## config.mk

```make
export PLATFORM = sky130hd
export DESIGN_NAME = fp_iter_unit
export DESIGN_NICKNAME = d
export VERILOG_FILES = /design/src/rtl/fp_iter_unit.sv
export SDC_FILE = /design/constraint.sdc
export NUM_CORES = 1
export LEC_CHECK = 0
export ABC_AREA = 1
export CORE_UTILIZATION = 45
export CTS_CLUSTER_DIAMETER = 40
export DETAILED_ROUTE_END_ITERATION = 12
export DONT_BUFFER_PORTS = 1
export GPL_ROUTABILITY_DRIVEN = 0
export PLACE_DENSITY = 0.65
export SYNTH_ARGS = -nofsm -noshare
export SYNTH_HDL_FRONTEND = slang
export SYNTH_SLANG_ARGS = --single-unit
```

## constraint.sdc

```tcl
create_clock -name clk -period 14.5 [get_ports clk]
set_clock_uncertainty 0.2 [all_clocks]
set_input_delay 2.175 -clock clk [delete_from_list [all_inputs] [get_ports clk]]
set_output_delay 2.175 -clock clk [all_outputs]
set_load 0.02 [all_outputs]
```

## src/rtl/fp_iter_unit.sv

```systemverilog
// Multi-cycle truncating FP add/sub/mul/min/max unit with
// valid/ready handshakes on the operand and result sides.
module fp_iter_unit #(
    parameter  int EXP_W = 8,
    parameter  int MAN_W = 23,
    localparam int FLEN  = 1 + EXP_W + MAN_W
) (
    input  logic            clk,
    input  logic            reset,
    input  logic            in_valid,
    output logic            in_ready,
    input  logic [2:0]      op,
    input  logic [FLEN-1:0] a,
    input  logic [FLEN-1:0] b,
    output logic            out_valid,
    input  logic            out_ready,
    output logic [FLEN-1:0] result,
    output logic [4:0]      fflags
);
    localparam int M  = MAN_W + 1;
    localparam int W  = M + 4;
    localparam int EW = EXP_W + 2;
    localparam int PW = $clog2(W);
    localparam int CW = $clog2(MAN_W + 2);

    localparam logic [2:0] OP_ADD = 3'b000;
    localparam logic [2:0] OP_SUB = 3'b001;
    localparam logic [2:0] OP_MUL = 3'b010;
    localparam logic [2:0] OP_MIN = 3'b011;
    localparam logic [2:0] OP_MAX = 3'b100;

    localparam logic [FLEN-1:0] QNAN =
        {1'b0, {EXP_W{1'b1}}, 1'b1, {(MAN_W-1){1'b0}}};
    localparam logic [FLEN-2:0] INF  = {{EXP_W{1'b1}}, {MAN_W{1'b0}}};
    localparam logic [FLEN-2:0] MAXF =
        {{(EXP_W-1){1'b1}}, 1'b0, {MAN_W{1'b1}}};
    localparam logic [FLEN-2:0] ZERO = '0;

    localparam logic signed [EW-1:0] BIAS = EW'(2**(EXP_W-1) - 1);
    localparam logic signed [EW-1:0] EMAX = EW'(2**EXP_W - 1);
    localparam logic [EW-1:0] SH_MAX      = EW'(MAN_W + 3);
    localparam logic [CW-1:0] CNT_LAST    = CW'(MAN_W + 1);

    typedef enum logic [2:0] {
        IDLE, UNPACK, ALIGN, ADD, MUL, NORM, PACK, DONE
    } state_t;

    state_t               state;
    logic [2:0]           op_q;
    logic [FLEN-1:0]      a_q, b_q;
    logic                 sx, sy, sub_q;
    logic                 special, zero_q, sp_nv_q;
    logic [FLEN-1:0]      sp_val_q;
    logic signed [EW-1:0] ex, ey;
    logic [W-1:0]         mx, my;
    logic [2*M-1:0]       prod;
    logic [CW-1:0]        cnt;

    logic                 sa, sb, sb_eff;
    logic [EXP_W-1:0]     ea, eb;
    logic [MAN_W-1:0]     fa, fb;
    logic                 za, zb, ia, ib, na, nb, sna, snb;
    logic [FLEN-1:0]      fla, flb;
    logic [FLEN-2:0]      mag_a, mag_b;
    logic                 a_lt_b;

    assign {sa, ea, fa} = a_q;
    assign {sb, eb, fb} = b_q;
    assign sb_eff = sb ^ (op_q == OP_SUB);

    assign za  = (ea == '0);
    assign zb  = (eb == '0);
    assign ia  = (&ea) && (fa == '0);
    assign ib  = (&eb) && (fb == '0);
    assign na  = (&ea) && (fa != '0);
    assign nb  = (&eb) && (fb != '0);
    assign sna = na && !fa[MAN_W-1];
    assign snb = nb && !fb[MAN_W-1];

    // Subnormals behave as signed zero everywhere, including MIN/MAX.
    assign fla   = za ? {sa, ZERO} : a_q;
    assign flb   = zb ? {sb, ZERO} : b_q;
    assign mag_a = fla[FLEN-2:0];
    assign mag_b = flb[FLEN-2:0];
    assign a_lt_b = (sa != sb) ? sa :
                    (sa ? (mag_a > mag_b) : (mag_a < mag_b));

    logic            sp_hit, sp_nv;
    logic [FLEN-1:0] sp_val;

    always_comb begin
        sp_hit = 1'b1;
        sp_val = QNAN;
        sp_nv  = 1'b0;
        unique case (op_q)
            OP_ADD, OP_SUB: begin
                if (na || nb)
                    sp_nv = sna || snb;
                else if (ia && ib) begin
                    if (sa != sb_eff) sp_nv = 1'b1;
                    else sp_val = {sa, INF};
                end
                else if (ia)       sp_val = {sa, INF};
                else if (ib)       sp_val = {sb_eff, INF};
                else if (za && zb) sp_val = {sa & sb_eff, ZERO};
                else if (za)       sp_val = {sb_eff, eb, fb};
                else if (zb)       sp_val = a_q;
                else               sp_hit = 1'b0;
            end
            OP_MUL: begin
                if (na || nb)
                    sp_nv = sna || snb;
                else if ((ia && zb) || (za && ib))
                    sp_nv = 1'b1;
                else if (ia || ib) sp_val = {sa ^ sb, INF};
                else if (za || zb) sp_val = {sa ^ sb, ZERO};
                else               sp_hit = 1'b0;
            end
            OP_MIN, OP_MAX: begin
                if (na && nb)
                    sp_nv = sna || snb;
                else if (na) begin
                    sp_val = flb;
                    sp_nv  = sna;
                end
                else if (nb) begin
                    sp_val = fla;
                    sp_nv  = snb;
                end
                else
                    sp_val = (a_lt_b ^ (op_q == OP_MAX)) ? fla : flb;
            end
            default: sp_nv = 1'b1;
        endcase
    end

    logic          swap;
    logic [EW-1:0] dexp;
    logic [W-1:0]  big, sml, shd;
    logic [2*W-1:0] wide;

    always_comb begin
        swap = {ey, my} > {ex, mx};
        big  = swap ? my : mx;
        sml  = swap ? mx : my;
        dexp = swap ? ey - ex : ex - ey;
        wide = {sml, {W{1'b0}}} >> dexp;
        shd  = wide[2*W-1:W];
        shd[0] = shd[0] | (|wide[W-1:0]);
        if (dexp >= SH_MAX)
            shd = {{(W-1){1'b0}}, 1'b1};
    end

    logic [PW-1:0]        msb, lsh;
    logic [W-1:0]         nm;
    logic signed [EW-1:0] ne;

    always_comb begin
        msb = '0;
        for (int i = 0; i < W; i++)
            if (mx[i]) msb = PW'(i);
        lsh = PW'(W - 2) - msb;
        if (mx[W-1]) begin
            nm = {1'b0, mx[W-1:2], mx[1] | mx[0]};
            ne = ex + EW'(1);
        end else begin
            nm = mx << lsh;
            ne = ex - EW'(lsh);
        end
    end

    logic [M:0] acc;
    assign acc = {1'b0, prod[2*M-1:M]} +
                 (prod[0] ? {1'b0, mx[W-2:3]} : '0);

    always_ff @(posedge clk or posedge reset) begin
        if (reset) begin
            state     <= IDLE;
            in_ready  <= 1'b1;
            out_valid <= 1'b0;
            result    <= '0;
            fflags    <= '0;
            op_q      <= '0;
            a_q       <= '0;
            b_q       <= '0;
            sx        <= 1'b0;
            sy        <= 1'b0;
            sub_q     <= 1'b0;
            special   <= 1'b0;
            zero_q    <= 1'b0;
            sp_nv_q   <= 1'b0;
            sp_val_q  <= '0;
            ex        <= '0;
            ey        <= '0;
            mx        <= '0;
            my        <= '0;
            prod      <= '0;
            cnt       <= '0;
        end else begin
            unique case (state)
                IDLE: begin
                    if (in_valid && in_ready) begin
                        op_q     <= op;
                        a_q      <= a;
                        b_q      <= b;
                        in_ready <= 1'b0;
                        state    <= UNPACK;
                    end
                end
                UNPACK: begin
                    special  <= sp_hit;
                    sp_val_q <= sp_val;
                    sp_nv_q  <= sp_nv;
                    mx       <= {2'b01, fa, 3'b000};
                    my       <= {2'b01, fb, 3'b000};
                    if (sp_hit) begin
                        state <= PACK;
                    end else if (op_q == OP_MUL) begin
                        sx    <= sa ^ sb;
                        ex    <= $signed({2'b00, ea}) +
                                 $signed({2'b00, eb}) - BIAS;
                        prod  <= {{M{1'b0}}, 1'b1, fb};
                        cnt   <= '0;
                        state <= MUL;
                    end else begin
                        sx    <= sa;
                        sy    <= sb_eff;
                        ex    <= $signed({2'b00, ea});
                        ey    <= $signed({2'b00, eb});
                        state <= ALIGN;
                    end
                end
                ALIGN: begin
                    mx    <= big;
                    my    <= shd;
                    ex    <= swap ? ey : ex;
                    sx    <= swap ? sy : sx;
                    sub_q <= sx ^ sy;
                    state <= ADD;
                end
                ADD: begin
                    mx    <= sub_q ? mx - my : mx + my;
                    state <= NORM;
                end
                MUL: begin
                    // Final cycle maps the product onto the adder's format.
                    if (cnt == CNT_LAST) begin
                        mx    <= {prod[2*M-1 -: W-1], |prod[M-4:0]};
                        state <= NORM;
                    end else begin
                        prod <= {acc, prod[M-1:1]};
                        cnt  <= cnt + CW'(1);
                    end
                end
                NORM: begin
                    mx     <= nm;
                    ex     <= ne;
                    zero_q <= (mx == '0);
                    state  <= PACK;
                end
                PACK: begin
                    if (special) begin
                        result <= sp_val_q;
                        fflags <= {sp_nv_q, 4'b0000};
                    end else if (zero_q) begin
                        result <= '0;
                        fflags <= 5'b00000;
                    end else if (ex >= EMAX) begin
                        result <= {sx, MAXF};
                        fflags <= 5'b00101;
                    end else if (ex[EW-1] || ex == '0) begin
                        result <= {sx, ZERO};
                        fflags <= 5'b00011;
                    end else begin
                        result <= {sx, ex[EXP_W-1:0], mx[W-3:3]};
                        fflags <= {4'b0000, |mx[2:0]};
                    end
                    out_valid <= 1'b1;
                    state     <= DONE;
                end
                DONE: begin
                    if (out_ready) begin
                        out_valid <= 1'b0;
                        in_ready  <= 1'b1;
                        state     <= IDLE;
                    end
                end
                default: state <= IDLE;
            endcase
        end
    end
endmodule

```

==> results.ini <==
[timing]
fmax_mhz=173
maxSlewViolCount=0
setup_viol=0
period_share=0.399
rsz0062_at_grt=no
finalSetupTns_ns=0
fin_crit_ns=5.79
tightest_slew_ns=1.12
relSlewSlack=0.256
hold_viol=0

[finish]
nets=3689
final_cells=4186
seqCellArea_um2=6830
multi_input_area_um2=14500
diodes=0
fillers=5231
drive_gt1_frac=0.0633
area_growth_pct=10.3

[clocking]
cts_buffers=56
root_buffer=clkbuf_16
postCtsHoldBufs=0
cts.path.max_buffers=3
clk_transition_reported_paths_ns=0.05
postCtsSetupBuffers=0
cts_tree=yes
clock_sinks=273
clock_latency_ns=0.64
htree_levels=2
post_cts_resized=0

[worst_setup_path]
cp.buffers_inverters=4
path_max_fanout=67
critical_path_class=flip-flop to flip-flop
path_common_cell=nand2_1
worst_setup_path_end_kind=flip-flop
required_ns=14.81
critPathSlowestCell=dfrtp_1
crit_family=simple AND/OR/NAND/NOR gates
slowest_delay_ns=0.78
crit_path_start_kind=flip-flop
cp.arrival_ns=6.10

[placement]
hpwl_mm=69.6
dpl.cell_count=4083
portBuffers=0

[synthesis]
synthMuxAreaShare=0.00143
synth_fp_nets=3768
synth_ff_type=dfrtp_1
synth.top_cell.area_share=0.289
seq_area_frac_synth=0.290
synthTopCellsByArea=dfrtp_1, nand2_1, ha_1
synth-edff-count=0
synth-seq-cells=273
synthArstFlopShare=1.00
yosys-top-cells-count=nand2_1, inv_1, nand3_1, nor2_1, a21oi_1
synthAdderAreaFrac=0.0853
synth.most_common_cell=nand2_1
yosys_warnings=0
syn_inst=3540
netlist_area_um2=23600
avgSynthCellArea_um2=6.66
synth_simple_gate_area_frac=0.297
synthDistinctLibCells=72
yosys.area.top_type=dfrtp_1
synth_top_family_by_area=simple AND/OR/NAND/NOR gates
synth-compound-area-share=0.205
synthXorXnorAreaFrac=0.0252

[run_status]
status=finished clean

[floorplanning]
pin_count=110
initial_utilization=0.457
fp.dieH_um=231
dieWidth_um=231
num_rows=83
die-area_um2=53300
core_area_um2=51500

[detailed_routing]
drc=0
ant_nets=0
routed_via_density=6.11
detail_route.wirelength_mm=92.7
first_iter_violations=3395
dr.pass1.iters=7
wl_per_cell_um=22.1
vias=25600

[min_path]
min-delay-path-class=flip-flop to flip-flop

[global_route]
grtUsageTotal=0.343
overflow=0
grt_max_degree=103
antenna_found_initial=1
grt_pass1_wl_mm=140
grt_pass1_vias=23000

[job]
maxCapViolCount=0

## cells in the final DEF (no fill, tap or decap), types with 57 or more instances in the layout
| cell | instances |
|---|---|
| nand2_1 | 855 |
| inv_1 | 363 |
| nand3_1 | 344 |
| a21oi_1 | 283 |
| nor2_1 | 279 |
| dfrtp_1 | 272 |
| o21ai_0 | 262 |
| ha_1 | 151 |
| nand4_1 | 66 |
| clkbuf_16 | 57 |
## worst min-delay path, delay by kind of cell, from the launching register on
kind / cells / cell delay (ns)
AND/OR/NAND/NOR: 2 / 0.11
flip-flops: 1 / 0.34
## routing by layer
metal	part of all wire	up-vias	GRT usage
li1	-	11800	-
met3	0.12	312	0.0886
met5	0	-	0
met1	0.41	11800	0.473
met2	0.41	1563	0.496
met4	0.055	0	0.165
## layout make-up
class | instances | share of cell area
well taps | 680 | 0.0327
repair buffers | 47 | 0.0136
flip-flops and latches | 273 | 0.263
clock inverters | 34 | 0.0170
multi-input cells | 2700 | 0.559
inverters | 383 | 0.0557
clock buffers | 69 | 0.0593
## state kept, by name, indices dropped and copies added, names as in the netlist, 4 cells and up
signal,flops
a_q,32
b_q,32
cnt,5
ex,10
ey,8
fflags,4
mx,28
my,28
prod,48
result,32
sp_val_q,32
## cell families after synthesis
group           count (synthesis)
compound gates                832
xor+xnor                       66
fa+ha+maj                     157
buf+inv                       567
flops                         273
mux                             3
other cells                     1
simple gates                 1641
## through the flow
step	setup slack [ns]	utilization	hold slack (ns)	cell area, µm²
global placement	8.93	0.466	0.268	24000
global route	8.19	0.505	0.315	26000
detailed placement	8.91	0.466	0.272	24000
CTS	8.92	0.505	0.287	26000
floorplan	4.60	-	0.249	23600
finish	8.71	0.505	0.286	26000
## path summary, 6_finish.rpt
check	cells after the start	slack [ns]	end	startpoint
max	26	8.71	my[0]$_DFFE_PP0P_	mx[23]$_DFFE_PP0P_
min	2	0.29	sp_val_q[17]$_DFFE_PP0P_	sp_val_q[17]$_DFFE_PP0P_
max reg2reg	26	8.71	my[0]$_DFFE_PP0P_	mx[23]$_DFFE_PP0P_
min reg2reg	2	0.29	sp_val_q[17]$_DFFE_PP0P_	sp_val_q[17]$_DFFE_PP0P_
max in group asynchronous	3	10.80	prod[34]$_DFFE_PP0P_	reset
min in group asynchronous	1	1.31	b_q[25]$_DFFE_PP0P_	reset
Power is not shown: default switching activity piles up to over one toggle a cycle in this logic, so the estimate is an artifact.
